File: src/rtl/spi_pkg.sv
// Shared types and sizing helpers for the SPI responder.
package spi_pkg;

   localparam int unsigned FRAME_W_DEFAULT = 60;

   typedef enum logic [1:0] {
      IDLE  = 2'd0,
      SHIFT = 2'd1,
      DONE  = 2'd2
   } spi_state_e;

   // Bit counter width: must hold the value FRAME_W without wrapping.
   function automatic int unsigned cnt_w(input int unsigned frame_w);
      return $clog2(frame_w + 1);
   endfunction

endpackage

File: src/rtl/spi_tx_buf.sv
// Single-entry holding register for the next response word (valid/ready load, consume on frame start).
module spi_tx_buf
   import spi_pkg::*;
#(
   parameter int unsigned FRAME_W = FRAME_W_DEFAULT
) (
   input  logic               clk,
   input  logic               rst_n,
   input  logic [FRAME_W-1:0] tx_data,
   input  logic               tx_valid,
   input  logic               consume,
   output logic               tx_ready,
   output logic               buf_full,
   output logic [FRAME_W-1:0] tx_buf
);

   assign tx_ready = ~buf_full;

   // A load can only happen while empty, so it never collides with a consume of valid data.
   always_ff @(posedge clk or negedge rst_n) begin
      if (!rst_n) begin
         buf_full <= 1'b0;
         tx_buf   <= '0;
      end else if (tx_valid && tx_ready) begin
         buf_full <= 1'b1;
         tx_buf   <= tx_data;
      end else if (consume) begin
         buf_full <= 1'b0;
      end
   end

endmodule

File: src/rtl/spi_slave_xcvr.sv
// SPI responder: captures an MSB-first frame from SPI_SDI and returns a preloaded word on SPI_SDO.
module spi_slave_xcvr
   import spi_pkg::*;
#(
   parameter int unsigned FRAME_W = FRAME_W_DEFAULT,
   parameter logic        FILL    = 1'b0
) (
   input  logic               SPI_CLK,
   input  logic               reset,
   input  logic               CSB,
   input  logic               SPI_SDI,
   output logic               SPI_SDO,
   input  logic [FRAME_W-1:0] tx_data,
   input  logic               tx_valid,
   output logic               tx_ready,
   output logic [FRAME_W-1:0] rx_data,
   output logic               rx_valid,
   output logic               frame_err,
   output logic               underrun
);

   localparam int unsigned CNT_W = cnt_w(FRAME_W);

   spi_state_e         state_q, state_d;
   logic [CNT_W-1:0]   cnt_q, cnt_d;
   logic [FRAME_W-1:0] rx_sr_q, rx_sr_d;
   logic [FRAME_W-1:0] tx_sr_q, tx_sr_d;
   logic [FRAME_W-1:0] rx_data_d;
   logic               rx_valid_d, frame_err_d, underrun_d;
   logic               armed_q, armed_d;
   logic               consume_c;
   logic               buf_full;
   logic [FRAME_W-1:0] tx_buf;

   spi_tx_buf #(.FRAME_W(FRAME_W)) u_tx_buf (
      .clk      (SPI_CLK),
      .rst_n    (reset),
      .tx_data  (tx_data),
      .tx_valid (tx_valid),
      .consume  (consume_c),
      .tx_ready (tx_ready),
      .buf_full (buf_full),
      .tx_buf   (tx_buf)
   );

   // State and datapath registers.
   always_ff @(posedge SPI_CLK or negedge reset) begin
      if (!reset) begin
         state_q   <= IDLE;
         cnt_q     <= '0;
         rx_sr_q   <= '0;
         tx_sr_q   <= '0;
         rx_data   <= '0;
         rx_valid  <= 1'b0;
         frame_err <= 1'b0;
         underrun  <= 1'b0;
         armed_q   <= 1'b0;
      end else begin
         state_q   <= state_d;
         cnt_q     <= cnt_d;
         rx_sr_q   <= rx_sr_d;
         tx_sr_q   <= tx_sr_d;
         rx_data   <= rx_data_d;
         rx_valid  <= rx_valid_d;
         frame_err <= frame_err_d;
         underrun  <= underrun_d;
         armed_q   <= armed_d;
      end
   end

   // Next-state and datapath updates; armed_q keeps a frame from starting until CSB has been seen high after reset.
   always_comb begin
      state_d     = state_q;
      cnt_d       = cnt_q;
      rx_sr_d     = rx_sr_q;
      tx_sr_d     = tx_sr_q;
      rx_data_d   = rx_data;
      rx_valid_d  = 1'b0;
      frame_err_d = 1'b0;
      underrun_d  = 1'b0;
      consume_c   = 1'b0;
      armed_d     = armed_q | CSB;

      case (state_q)
         IDLE: begin
            if (armed_q && !CSB) begin
               rx_sr_d    = FRAME_W'(SPI_SDI);
               cnt_d      = CNT_W'(1);
               tx_sr_d    = buf_full ? {tx_buf[FRAME_W-2:0], FILL} : {FRAME_W{FILL}};
               consume_c  = 1'b1;
               underrun_d = ~buf_full;
               state_d    = SHIFT;
            end
         end
         SHIFT: begin
            if (CSB) begin
               frame_err_d = 1'b1;
               cnt_d       = '0;
               state_d     = IDLE;
            end else begin
               rx_sr_d = {rx_sr_q[FRAME_W-2:0], SPI_SDI};
               tx_sr_d = {tx_sr_q[FRAME_W-2:0], FILL};
               cnt_d   = cnt_q + CNT_W'(1);
               if (cnt_q == CNT_W'(FRAME_W - 1)) begin
                  rx_data_d  = {rx_sr_q[FRAME_W-2:0], SPI_SDI};
                  rx_valid_d = 1'b1;
                  state_d    = DONE;
               end
            end
         end
         DONE: begin
            if (CSB) begin
               cnt_d   = '0;
               state_d = IDLE;
            end
         end
         default: begin
            state_d = IDLE;
         end
      endcase
   end

   // SDO leads the sampling edge: the first bit comes straight from the holding buffer while still IDLE.
   always_comb begin
      SPI_SDO = FILL;
      if (!CSB) begin
         case (state_q)
            IDLE:    SPI_SDO = (armed_q && buf_full) ? tx_buf[FRAME_W-1] : FILL;
            SHIFT:   SPI_SDO = tx_sr_q[FRAME_W-1];
            default: SPI_SDO = FILL;
         endcase
      end
   end

endmodule

File: config.mk
export PLATFORM = sky130hd
export DESIGN_NAME = spi_slave_xcvr
export DESIGN_NICKNAME = d
export VERILOG_FILES = /design/src/rtl/spi_pkg.sv /design/src/rtl/spi_tx_buf.sv /design/src/rtl/spi_slave_xcvr.sv
export SDC_FILE = /design/constraint.sdc
export NUM_CORES = 1
export LEC_CHECK = 0
export ABC_AREA = 1
export CORE_MARGIN = 2
export CORE_UTILIZATION = 55
export DETAILED_ROUTE_END_ITERATION = 8
export PLACE_DENSITY = 0.85
export SLEW_MARGIN = 15
export SYNTH_ARGS = -nofsm -noshare
export SYNTH_HDL_FRONTEND = slang
export SYNTH_SLANG_ARGS = --single-unit
File: constraint.sdc
create_clock -name SPI_CLK -period 2.4 [get_ports SPI_CLK]
set_clock_uncertainty 0.2 [all_clocks]
set_input_delay 0.36 -clock SPI_CLK [delete_from_list [all_inputs] [get_ports SPI_CLK]]
set_output_delay 0.36 -clock SPI_CLK [all_outputs]
set_load 0.02 [all_outputs]
* Yosys cells after proc, flatten, opt, wreduce, memory -nomap -nowiden
Cells that the tools add are included.
** Word-level totals
- Bits in registers :: 252
- Bits of input ports :: 65
- Output and inout bits :: 65
- Word-level logic and storage cells :: 64
** Cells by class
- Add/subtract/negate cells :: 1
- Eq/ne operators :: 7
- Muxes and demuxes :: 30
- Bitwise gates (word level) :: 3
- Reduce and logical (&&, ||, !) cells :: 12
** Operators with widths (number)
- $mux 60 :: 3
- $pmux 60 s2 :: 1
- $mux 59 :: 2
- $pmux 59 s2 :: 1
- $mux 6 :: 3
- $pmux 6 s3 :: 1
- $mux 1 :: 13
- $reduce_and 3->1 :: 4
- $mux 2 :: 4
- $add 6x1->6 const B :: 1
- $eq 6x6->1 const B :: 1
- $ne 2x2->1 const B :: 3
- $pmux 2 s3 :: 1
- $reduce_bool 2->1 :: 2
- $logic_and 1x1->1 :: 3
- $ne 3x3->1 const B :: 1
- $reduce_bool 3->1 :: 1
- $eq 2x1->1 const B :: 1
- $eq 2x2->1 const B :: 1
- $logic_not 2->1 :: 1
- $not 1->1 :: 2
- $pmux 1 s2 :: 1
- $logic_not 1->1 :: 1
- $or 1x1->1 :: 1

* Logic depth before layout (Yosys ltp)
Gate-level depths: netlist of the first run.
- Depth in word-level cells :: 6
- Depth in mapped cells :: 11
- Gate-level depth less buffers :: 9

* By module
A second synthesis of the first run with hierarchy kept.
** Second synthesis, totals
- Cell total of the unflattened synthesis :: 1067
- Area total of the unflattened synthesis :: 10217.3 um^2
** Modules (own cells, without submodules)
- spi_slave_xcvr :: times used 1, cells an instance 804, area each 7742.4 um^2, seq. area each 4754.6 um^2
- spi_tx_buf :: times used 1, cells an instance 263, area each 2474.9 um^2, seq. area each 1526.5 um^2

* Worst setup path before layout of the first run
No wires, ideal clock.
- Path type :: register to output
- Start :: reg state_q[1]
- End :: out SPI_SDO
- Arrival :: 1495 ps
- Required time :: 1840 ps
- Path slack :: 345 ps
- Stages on the path, launching flop included :: 7
- Path buffers :: 2
- Cells stage by stage :: dfrtp_1 > inv_1 > ha_1 > buf_4 > nand2_4 > clkbuf_1 > o21ai_0
** Between the ends
- Longest elaborated chain between the ends :: 3
- Elaborated cells on any way between the ends :: 4
- Classes of those cells :: eq/ne: 1; mux: 2; reduce/logical: 1
** Ends and longest elaborated chain
- start, declared :: RTL line spi_slave_xcvr.sv:24 : spi_state_e state_q, state_d;
- start signal, assigned :: RTL line spi_slave_xcvr.sv:59 : state_q <= state_d;
- $eq 2x1->1 or $logic_not 2->1 (tied branches) :: RTL line spi_slave_xcvr.sv:127 : case (state_q)
- $pmux 1 s2 * :: RTL line spi_slave_xcvr.sv:127
- $mux 1 * :: RTL line spi_slave_xcvr.sv:126 : if (!CSB) begin
- end, declared :: RTL line spi_slave_xcvr.sv:12 : output logic SPI_SDO,
Mark *: on every way between the ends. The rest lies on a longest branch, timed or not.

* Final worst setup path of the first run
- Start :: reg state_q[0]
- End :: out SPI_SDO
Same word-level chain as after synthesis.

==> flow_summary_export.csv, run 1 <==
group,metric,value,unit
logic_synthesis,post-synth-top-count-cell,"sky130_fd_sc_hd__dfrtp_1",
worst_setup_path,critPathMostFrequentCell,"sky130_fd_sc_hd__nand3_1",
drt,antenna_violating_nets_post_route,0,
worst_setup_path,crit_path_end_kind,"output pin",
timing,final_period_utilization,92.7,%
cts,cts_tree,"done",
logic_synthesis,post-synth-top-area-fraction,60.5,%
worst_setup_path,critical-path-max-stage-delay,0.41,ns
grt,grt_overflow_total,0,
worst_setup_path,critical_path.top_delay_family,"flip-flops",
logic_synthesis,syn_avg_cell_area,9.36,µm²
grt,grt_start_max_net_pins,57,
drt,route.detailed.wl_per_inst,14.6,µm
cts,cts-root-to-sink-buffers,3,
floorplan,floorplan.die.width,141,µm
drt,dr.first_iter.drc_count,560,
finish,postLayoutCoreUtil,69.2,%
logic_synthesis,synthDistinctLibCells,29,
drt,highest-signal-layer,"met4",
worst_setup_path,crit_path_max_fanout,4,
logic_synthesis,synth_commonest_cells,"251 x sky130_fd_sc_hd__dfrtp_1, 195 x sky130_fd_sc_hd__nand2_1, 163 x sky130_fd_sc_hd__inv_1",
cts,clkSinkCount,251,
drt,number_of_iterations_in_the_first_detailed_routing_pass,5,
worst_setup_path,critPathBufInv,3,
grt,wire_length_of_the_first_global_routing_pass,36.3,mm
pwr,total_leakage_power,6.07,nW
pwr,p_per_area,1110,nW/µm²
logic_synthesis,synthTopCellsByArea,"sky130_fd_sc_hd__dfrtp_1 60%, sky130_fd_sc_hd__nand2_1 7.0%, sky130_fd_sc_hd__inv_1 5.9%",
logic_synthesis,ys_dominant_reg_cell,"sky130_fd_sc_hd__dfrtp_1",
grt,grt_usage,21.9,%
finish,layout-area-overhead-vs-synth,24.2,%
worst_setup_path,path_class,"reg2out",
drt,m1WireLength,9.54,mm
place,dp_hpwl,13.9,mm
finish,fill_cells,1353,
logic_synthesis,synth_enable_flop_cells,0,
hold_path,hold_path.class,"in2async",
worst_setup_path,critical_path_arrival,1.67,ns
worst_setup_path,startpoint_class_of_the_critical_path,"register",
timing,timing.final.crit_period,2.23,ns
finish,fraction_of_final_layout_cells_sized_beyond_drive_strength_1,7.23,%
logic_synthesis,ys_warn_count,0,
floorplan,core.rowCount,50,
timing,final.setup.worst_slack,0.175,ns
timing,hold_viol,0,
drt,wl,21.6,mm
grt,first_global_vias,7708,
drt,route.detailed.vias_per_inst,5.35,
floorplan,die_h,141,µm
logic_synthesis,netlist_instances,1110,
finish,final_net_count,1296,
drt,post-route-drc-count,0,
worst_setup_path,critical_path_cell_by_cell,"inv_2 -> ha_4 -> nand3_1 -> inv_1 -> nand3_1 -> o21ai_0 -> buf_2",
timing,fmax,0.449,GHz
run_status,run_status,"complete, no violations",
finish,final-instance-count-excl-fill,1478,
place,pre_cts_slack,-0.00235,ns
floorplan,core-area,18600,µm²
floorplan,initial_utilization,55.7,%
logic_synthesis,synth_top_area_cell,"sky130_fd_sc_hd__dfrtp_1",
timing,slew_violations,0,
cts,total_clock_buffers_created_by_cts,26,
floorplan,ios,130,
place,gpl.final_weighted_congestion,0.813,
flow_run,cap_violations,0,
drt,via_count,7903,
worst_setup_path,setup.reg_to_reg.worst_slack,0.31,ns
logic_synthesis,syn_nets,1180,
timing,finalSetupViolations,0,
grt,antenna_found_initial,0,
worst_setup_path,critPathRequiredTime,1.84,ns
timing,setup_repair_after_global_routing_missed_its_margin,"false",
logic_synthesis,postSynth.asyncResetShare,100,%
drt,met2_wirelength,10.7,mm
logic_synthesis,ys_seq_elements,251,
cts,clk-insertion-delay-late,0.52,ns
pwr,peakVddDrop,0.710,mV
timing,worstMarginPinSlew,0.457,ns
cts,clk_pin_slew,0.06,ns
cts,clock_tree.htree_level_count,1,
timing,maxSlewHeadroom,69.5,%
floorplan,die-area,20000,µm²
finish,antenna_cells,0,
worst_setup_path,slowest_stage,"sky130_fd_sc_hd__dfrtp_1",
place,port_buffers,129,
drt,dr_wl_met3,1.01,mm
place,placed_cells,1431,
cts,cts.root.buffer_cell,"sky130_fd_sc_hd__clkbuf_16",
logic_synthesis,synthesis.area,10400,µm²
logic_synthesis,synth.yosys.seq_area_share,60.5,%
through the flow:
step | power, mW | instance area, µm² | setup TNS, ns | hold WS (ns)
after floorplan | 8.94 | 10400 | 0 | -0.136
after global placement | 9.90 | 12000 | 0 | 0.117
after detailed placement | 10.1 | 12000 | -0.00235 | 0.112
after CTS | 14.4 | 12900 | 0 | 0.164
after global routing | 15.2 | 12900 | 0 | 0.180
final | 14.3 | 12900 | 0 | 0.150
logic make-up after synthesis:
family / after synthesis / share of synthesized area, %
AND/OR/NAND/NOR: 309 / 12.0
AO/OA/AOI/OAI: 305 / 16.8
flip-flops: 251 / 60.5
buffers and inverters: 238 / 9.91
adder cells (fa/ha/maj): 5 / 0.602
multiplexers: 2 / 0.217
worst reg2reg max path, cell delays in order, from the launching register on:
cell	delay [ns]
sky130_fd_sc_hd__dfrtp_1	0.41
sky130_fd_sc_hd__inv_2	0.10
sky130_fd_sc_hd__ha_2	0.23
sky130_fd_sc_hd__nand2_4	0.06
sky130_fd_sc_hd__buf_4	0.23
sky130_fd_sc_hd__nand2_2	0.13
sky130_fd_sc_hd__nand2_4	0.08
sky130_fd_sc_hd__inv_6	0.10
sky130_fd_sc_hd__buf_4	0.24
sky130_fd_sc_hd__nand3_1	0.13
sky130_fd_sc_hd__o21ai_1	0.12
registers in the layout, summed over array words and instances, names as in the netlist:
register and cells:
armed_q 1, cnt_q 6, frame_err 1, rx_data 60, rx_sr_q 59, rx_valid 1, state_q 2, tx_sr_q 59
u_tx_buf.buf_full 1, u_tx_buf.tx_buf 60, underrun 1
power breakdown:
group	internal (mW)	switching (mW)	leakage, nW
clock network	2.58	1.60	0.431
registers	5.20	0.303	3.24
logic	1.60	3.03	2.39
cell usage in the layout, fill, tap and decap left out, types with 2 or more instances in the layout:
cell                              synthesis  layout
sky130_fd_sc_hd__nand2_2                  1       2
sky130_fd_sc_hd__a21oi_1                 61      61
sky130_fd_sc_hd__bufinv_16                0       4
sky130_fd_sc_hd__nand2_4                  2       3
sky130_fd_sc_hd__dfrtp_1                251     251
sky130_fd_sc_hd__clkinvlp_4               0       2
sky130_fd_sc_hd__nand3_1                 39      39
sky130_fd_sc_hd__clkbuf_16                0      27
sky130_fd_sc_hd__inv_1                  163     160
sky130_fd_sc_hd__o21ai_0                 53      53
sky130_fd_sc_hd__buf_12                   0      13
sky130_fd_sc_hd__clkinv_2                 0       3
sky130_fd_sc_hd__clkbuf_1                20       7
sky130_fd_sc_hd__inv_2                    1       4
sky130_fd_sc_hd__o21a_1                  33      33
sky130_fd_sc_hd__nor2_1                  66      66
sky130_fd_sc_hd__nor2_4                   1       2
sky130_fd_sc_hd__ha_1                     5       3
sky130_fd_sc_hd__mux2_2                   2       2
sky130_fd_sc_hd__clkbuf_8                 0       3
sky130_fd_sc_hd__o21ai_1                 73      73
sky130_fd_sc_hd__o22ai_1                 59      59
sky130_fd_sc_hd__clkdlybuf4s50_1          0     126
sky130_fd_sc_hd__nand2_1                195     193
sky130_fd_sc_hd__o31ai_1                 24      24
sky130_fd_sc_hd__buf_4                   17      18
sky130_fd_sc_hd__nand4_1                  2       2
area by class of cell:
class	count	area, µm²	share of cell area, %
clock inverters	9	150	1.16
multi-input cells	621	3110	24.1
well taps	234	293	2.27
flip-flops and latches	251	6280	48.7
inverters	165	624	4.84
clock buffers	37	743	5.76
repair buffers	161	1700	13.2
worst paths after layout:
path                              from                  end  depth (start not counted)
min reg2reg                rx_sr_q[58]          rx_sr_q[58]                          2
min                              reset          rx_data[37]                          2
max                         state_q[0]              SPI_SDO                          7
max in group asynchronous        reset  u_tx_buf.tx_buf[35]                          3
min in group SPI_CLK       tx_data[37]  u_tx_buf.tx_buf[37]                          3
max reg2reg                 state_q[1]          rx_sr_q[46]                         10
timing repair:
action                                  4_1_cts  5_1_grt
endpoints found under the setup margin        1        2
hold buffers                                  1        0
gates cloned                                  0        0
buffers inserted                              0        0
hold endpoints to repair                    251        0
gates resized for setup                       6        4
per-layer routing:
layer / GRT usage (%) / up-vias
met5: 0 / -
met4: 5.84 / 0
met2: 37.9 / 213
met3: 3.07 / 32
met1: 29.4 / 3844
li1: - / 3814
(Power assumes the default switching activity.)
==> run 2, diff against run 1 <==
- CORE_UTILIZATION: 55 -> 45
- PLACE_DENSITY: 0.85 -> 0.73
- clock period: 2.4 -> 2.5 ns (I/O delays scaled with it)
==> flow_summary_export.csv, run 2 (synthesis gave the netlist of run 1 again) <==
group,metric,value,unit
worst_setup_path,setup.reg_to_reg.worst_slack,0.48,ns
worst_setup_path,critical_path.reg2reg.startpoint,"state_q[1]",
finish,final_net_count,1291,
place,port_buffers,129,
flow_run,cap_violations,0,
cts,cts_tree,"done",
drt,antenna_violating_nets_post_route,0,
cts,total_clock_buffers_created_by_cts,25,
finish,layout-area-overhead-vs-synth,23.3,%
place,gpl.final_weighted_congestion,0.732,
worst_setup_path,slowest_stage,"sky130_fd_sc_hd__clkdlybuf4s50_1",
timing,worstMarginPinSlew,0.482,ns
timing,maxSlewHeadroom,67.9,%
pwr,peakVddDrop,0.595,mV
drt,wl,20.8,mm
cts,clk-insertion-delay-late,0.51,ns
run_status,run_status,"complete, no violations",
cts,clk_pin_slew,0.06,ns
drt,route.detailed.wl_per_inst,13.6,µm
timing,setup_repair_after_global_routing_missed_its_margin,"false",
finish,mostFrequentLayoutCells,"251 x sky130_fd_sc_hd__dfrtp_1, 193 x sky130_fd_sc_hd__nand2_1, 162 x sky130_fd_sc_hd__inv_1",
pwr,power_frac_clock,27.3,%
finish,layout_commonest_cell,"sky130_fd_sc_hd__dfrtp_1",
timing,fmax,0.417,GHz
pwr,p_per_area,1030,nW/µm²
place,placed_cells,1478,
timing,tns,0,ns
timing,finalSetupViolations,0,
worst_setup_path,critPathRequiredTime,1.92,ns
hold_path,hold_path.class,"in2async",
worst_setup_path,crit_path_end_kind,"output pin",
drt,number_of_iterations_in_the_first_detailed_routing_pass,5,
worst_setup_path,critical-path-max-stage-delay,0.65,ns
finish,leading_registers_by_flop_count,"rx_data (60), u_tx_buf.tx_buf (60)",
worst_setup_path,worst-r2r-cell-count,10,
drt,route.detailed.vias_per_inst,5.05,
pwr,power_frac_seq,39.9,%
cts,cts-root-to-sink-buffers,3,
timing,hold_viol,0,
pwr,cellInternalPower,8.57,mW
cts,clkSinkCount,251,
pwr,total_switching_power,4.61,mW
finish,antenna_cells,0,
grt,grt_overflow_total,0,
worst_setup_path,crit_path_max_fanout,5,
floorplan,initial_utilization,45.9,%
pwr,power.switching_fraction,35.0,%
cts,cts.root.buffer_cell,"sky130_fd_sc_hd__clkbuf_16",
worst_setup_path,critical_path_arrival,1.82,ns
floorplan,floorplan.die.width,156,µm
floorplan,core.rowCount,55,
worst_setup_path,regToRegEndpoint,"rx_sr_q[14]",
finish,fraction_of_final_layout_cells_sized_beyond_drive_strength_1,6.79,%
worst_setup_path,critical_path_cell_by_cell,"inv_1 -> clkdlybuf4s50_1",
grt,grt_start_max_net_pins,63,
drt,via_count,7689,
pwr,total_leakage_power,5.99,nW
drt,dr.first_iter.drc_count,519,
floorplan,die_h,156,µm
place,dp_hpwl,13.4,mm
grt,wire_length_of_the_first_global_routing_pass,35.5,mm
cts,clock_tree.htree_level_count,1,
floorplan,ios,130,
worst_setup_path,startpoint_class_of_the_critical_path,"register",
timing,final_period_utilization,95.8,%
grt,grt_usage,17.5,%
drt,post-route-drc-count,0,
worst_setup_path,path_class,"reg2out",
floorplan,core-area,22600,µm²
grt,first_global_vias,7577,
floorplan,die-area,24300,µm²
pwr,power.combinational.fraction,32.8,%
grt,antenna_found_initial,0,
timing,slew_violations,0,
timing,timing.final.crit_period,2.40,ns
finish,final-instance-count-excl-fill,1522,
## run 2: cell count changes in the layout (fill, tap and decap cells not counted), sizes merged
cell | before | now
clkdlybuf4s50 | 126 | 127
bufinv | 4 | 1
clkinvlp | 2 | 1
clkbuf | 37 | 35
buf | 33 | 29
clkinv | 3 | 6
dlymetal6s2s | 1 | 0
## run 2: power groups by stage
stage	Clock, mW	Combinational (mW)	Sequential (mW)
5_1_grt	3.85	4.93	5.35
2_1_floorplan	0	3.31	5.27
6_report	3.60	4.32	5.26
4_1_cts	3.70	4.36	5.27
3_3_place_gp	0	4.21	5.30
3_5_place_dp	0	4.33	5.34
## run 2: worst max path at each step
stage / startpoint / to / slack, ns / depth (start not counted)
finish: u_tx_buf.buf_full / tx_ready / 0.10 / 2
global route: u_tx_buf.buf_full / tx_ready / 0.05 / 2
CTS: state_q[0] / SPI_SDO / 0.01 / 7
detailed placement: CSB / SPI_SDO / 0.07 / 7
global placement: CSB / SPI_SDO / 0.08 / 7
floorplan: state_q[1] / SPI_SDO / 0.43 / 6
## run 2: critical path, delay by kind of cell (launching register included)
family                 cells  cell delay, ns
DFF                        1            0.45
buffers and inverters      2            0.87
## run 2: routing by layer
layer / global-route usage [%] / wire length [µm] / up-vias
met5: 0 / 0 / -
met4: 3.98 / 332 / 0
met3: 2.67 / 1100 / 29
met2: 29.8 / 9750 / 192
met1: 23.9 / 9580 / 3663
li1: - / - / 3805
## run 2: layout make-up
type | count | area (µm²)
fillers | 1932 | 9830
flip-flops and latches | 251 | 6280
clock inverters | 8 | 71.3
repair buffers | 157 | 1650
multi-input cells | 621 | 3100
clock buffers | 35 | 723
well taps | 285 | 357
inverters | 165 | 624
## run 2: timing repair
action / 4_1_cts / 5_1_grt
resized for setup: 4 / 2
setup endpoints to repair: 1 / 1
endpoints found under the hold margin: 58 / 0
hold buffers: 1 / 0
buffers inserted: 0 / 0
## run 2: through the flow
step                total power, mW  setup WS (ns)  utilization (%)  instance area [µm²]  hold WS (ns)
finish                         13.2          0.104             56.6                12800         0.203
CTS                            13.3         0.0150             56.6                12800         0.218
global route                   14.1         0.0501             56.6                12800         0.233
floorplan                      8.59          0.430                -                10400        -0.121
global placement               9.51         0.0807             53.0                12000         0.152
detailed placement             9.67         0.0701             53.0                12000         0.156
==> RTL change (flow settings as in run 2) <==
`FILL`: 1'b0 -> 1'b1.
--- a/src/rtl/spi_slave_xcvr.sv
+++ b/src/rtl/spi_slave_xcvr.sv
@@ -3,7 +3,7 @@
    import spi_pkg::*;
 #(
    parameter int unsigned FRAME_W = FRAME_W_DEFAULT,
-   parameter logic        FILL    = 1'b0
+   parameter logic        FILL    = 1'b1
 ) (
    input  logic               SPI_CLK,
    input  logic               reset,
Formal check against the unedited RTL: not equivalent (Yosys sat finds a counterexample within 4 cycles, from zero or initial values and one cycle with reset low).
==> RTL change against run 2 <==
Critical path depth is 4 higher. Critical endpoint is now SPI_SDO. Sequential cell count is 1 higher. Global-route usage is 0.66 points higher. Synthesized cell count is 10% lower. Routed wire length is 2.9% higher. Setup slack better by 0.042 ns. Highest routed layer unchanged. Fmax is 1.8% higher. Design area is 0.31% lower. Synthesized area is 0.72% lower. Largest power group unchanged. Total power is 6.9% higher.
==> RTL change: results <==
metrics = {
    "run_status": {
        "status": "completed",
    },
    "finish": {
        "fillCellCount": 1928,
        "nets": 1177,
        "drive_above_1_share_pct": 12.3,
    },
    "yosys": {
        "synth.area.mux_share_pct": 6.55,
        "synth_cell_types": 27,
        "seq_area_frac_synth_pct": 61.1,
        "synth-adder-area-share_pct": 0.607,
        "netlist_top_cells_area": "dfrtp_1 (61%), nand2_1 (7.2%), mux2_2 (6.6%), o21ai_0 (6.0%), a31oi_1 (3.6%)",
        "synth_compound_area_share_pct": 14.2,
        "syn-num-nets": 1068,
    },
    "grt": {
        "grt_pass1_vias": 7295,
        "met1_usage_pct": 26.2,
        "grt.total_usage_pct": 18.2,
        "use_met2_pct": 28.9,
        "gr-usage-met3_pct": 3.31,
        "grt_pass1_wl_um": 36500,
        "grt_max_degree": 96,
    },
    "critical_path": {
        "critPathMaxStageDelay_ns": 0.40,
        "cp-endpoint": "SPI_SDO",
        "slowest_stage": "dfrtp_1",
        "critPathTopFamily": "flip-flops",
        "crit_arrival_ns": 1.78,
        "r2r_cells": 6,
    },
    "place": {
        "post_dp_cell_area_um2": 11900,
    },
    "drt": {
        "drtIter0Drc": 445,
        "drt-met1-wl_um": 10000,
        "routed-wl-met3_um": 1150,
        "viasPerCell": 5.28,
        "met2_length_um": 9810,
    },
    "pwr": {
        "p_leak_nw": 5.53,
        "peakVddDrop_mv": 0.872,
    },
    "sta": {
        "slew_headroom_pct": 32.2,
    },
    "cts": {
        "cts_buffers": 27,
    },
}
RTL change: stage by stage:
stage                     utilization [%]  hold WS [ns]  instances  setup slack [ns]  power, mW
after floorplan                         -        -0.121        998             0.634       9.11
after global placement               52.5         0.160       1362             0.166       10.0
after detailed placement             52.5         0.170       1362             0.163       10.2
after CTS                            56.6         0.209       1411           0.00915       14.2
after global routing                 56.6         0.232       1411           0.00887       15.1
final                                56.6         0.196       1411             0.146       14.1
RTL change: final cells by class:
class	instances	area (um^2)	share of cell area, %
well taps	285	357	2.79
repair buffers	153	1560	12.2
inverters	48	183	1.43
flip-flops and latches	252	6310	49.4
clock inverters	9	108	0.843
multi-input cells	625	3460	27.1
clock buffers	39	791	6.19
RTL change: power by group:
part | switching (mW) | internal (mW)
clock network | 1.58 | 2.40
registers | 0.550 | 5.13
logic | 2.74 | 1.69
total | 4.87 | 9.22
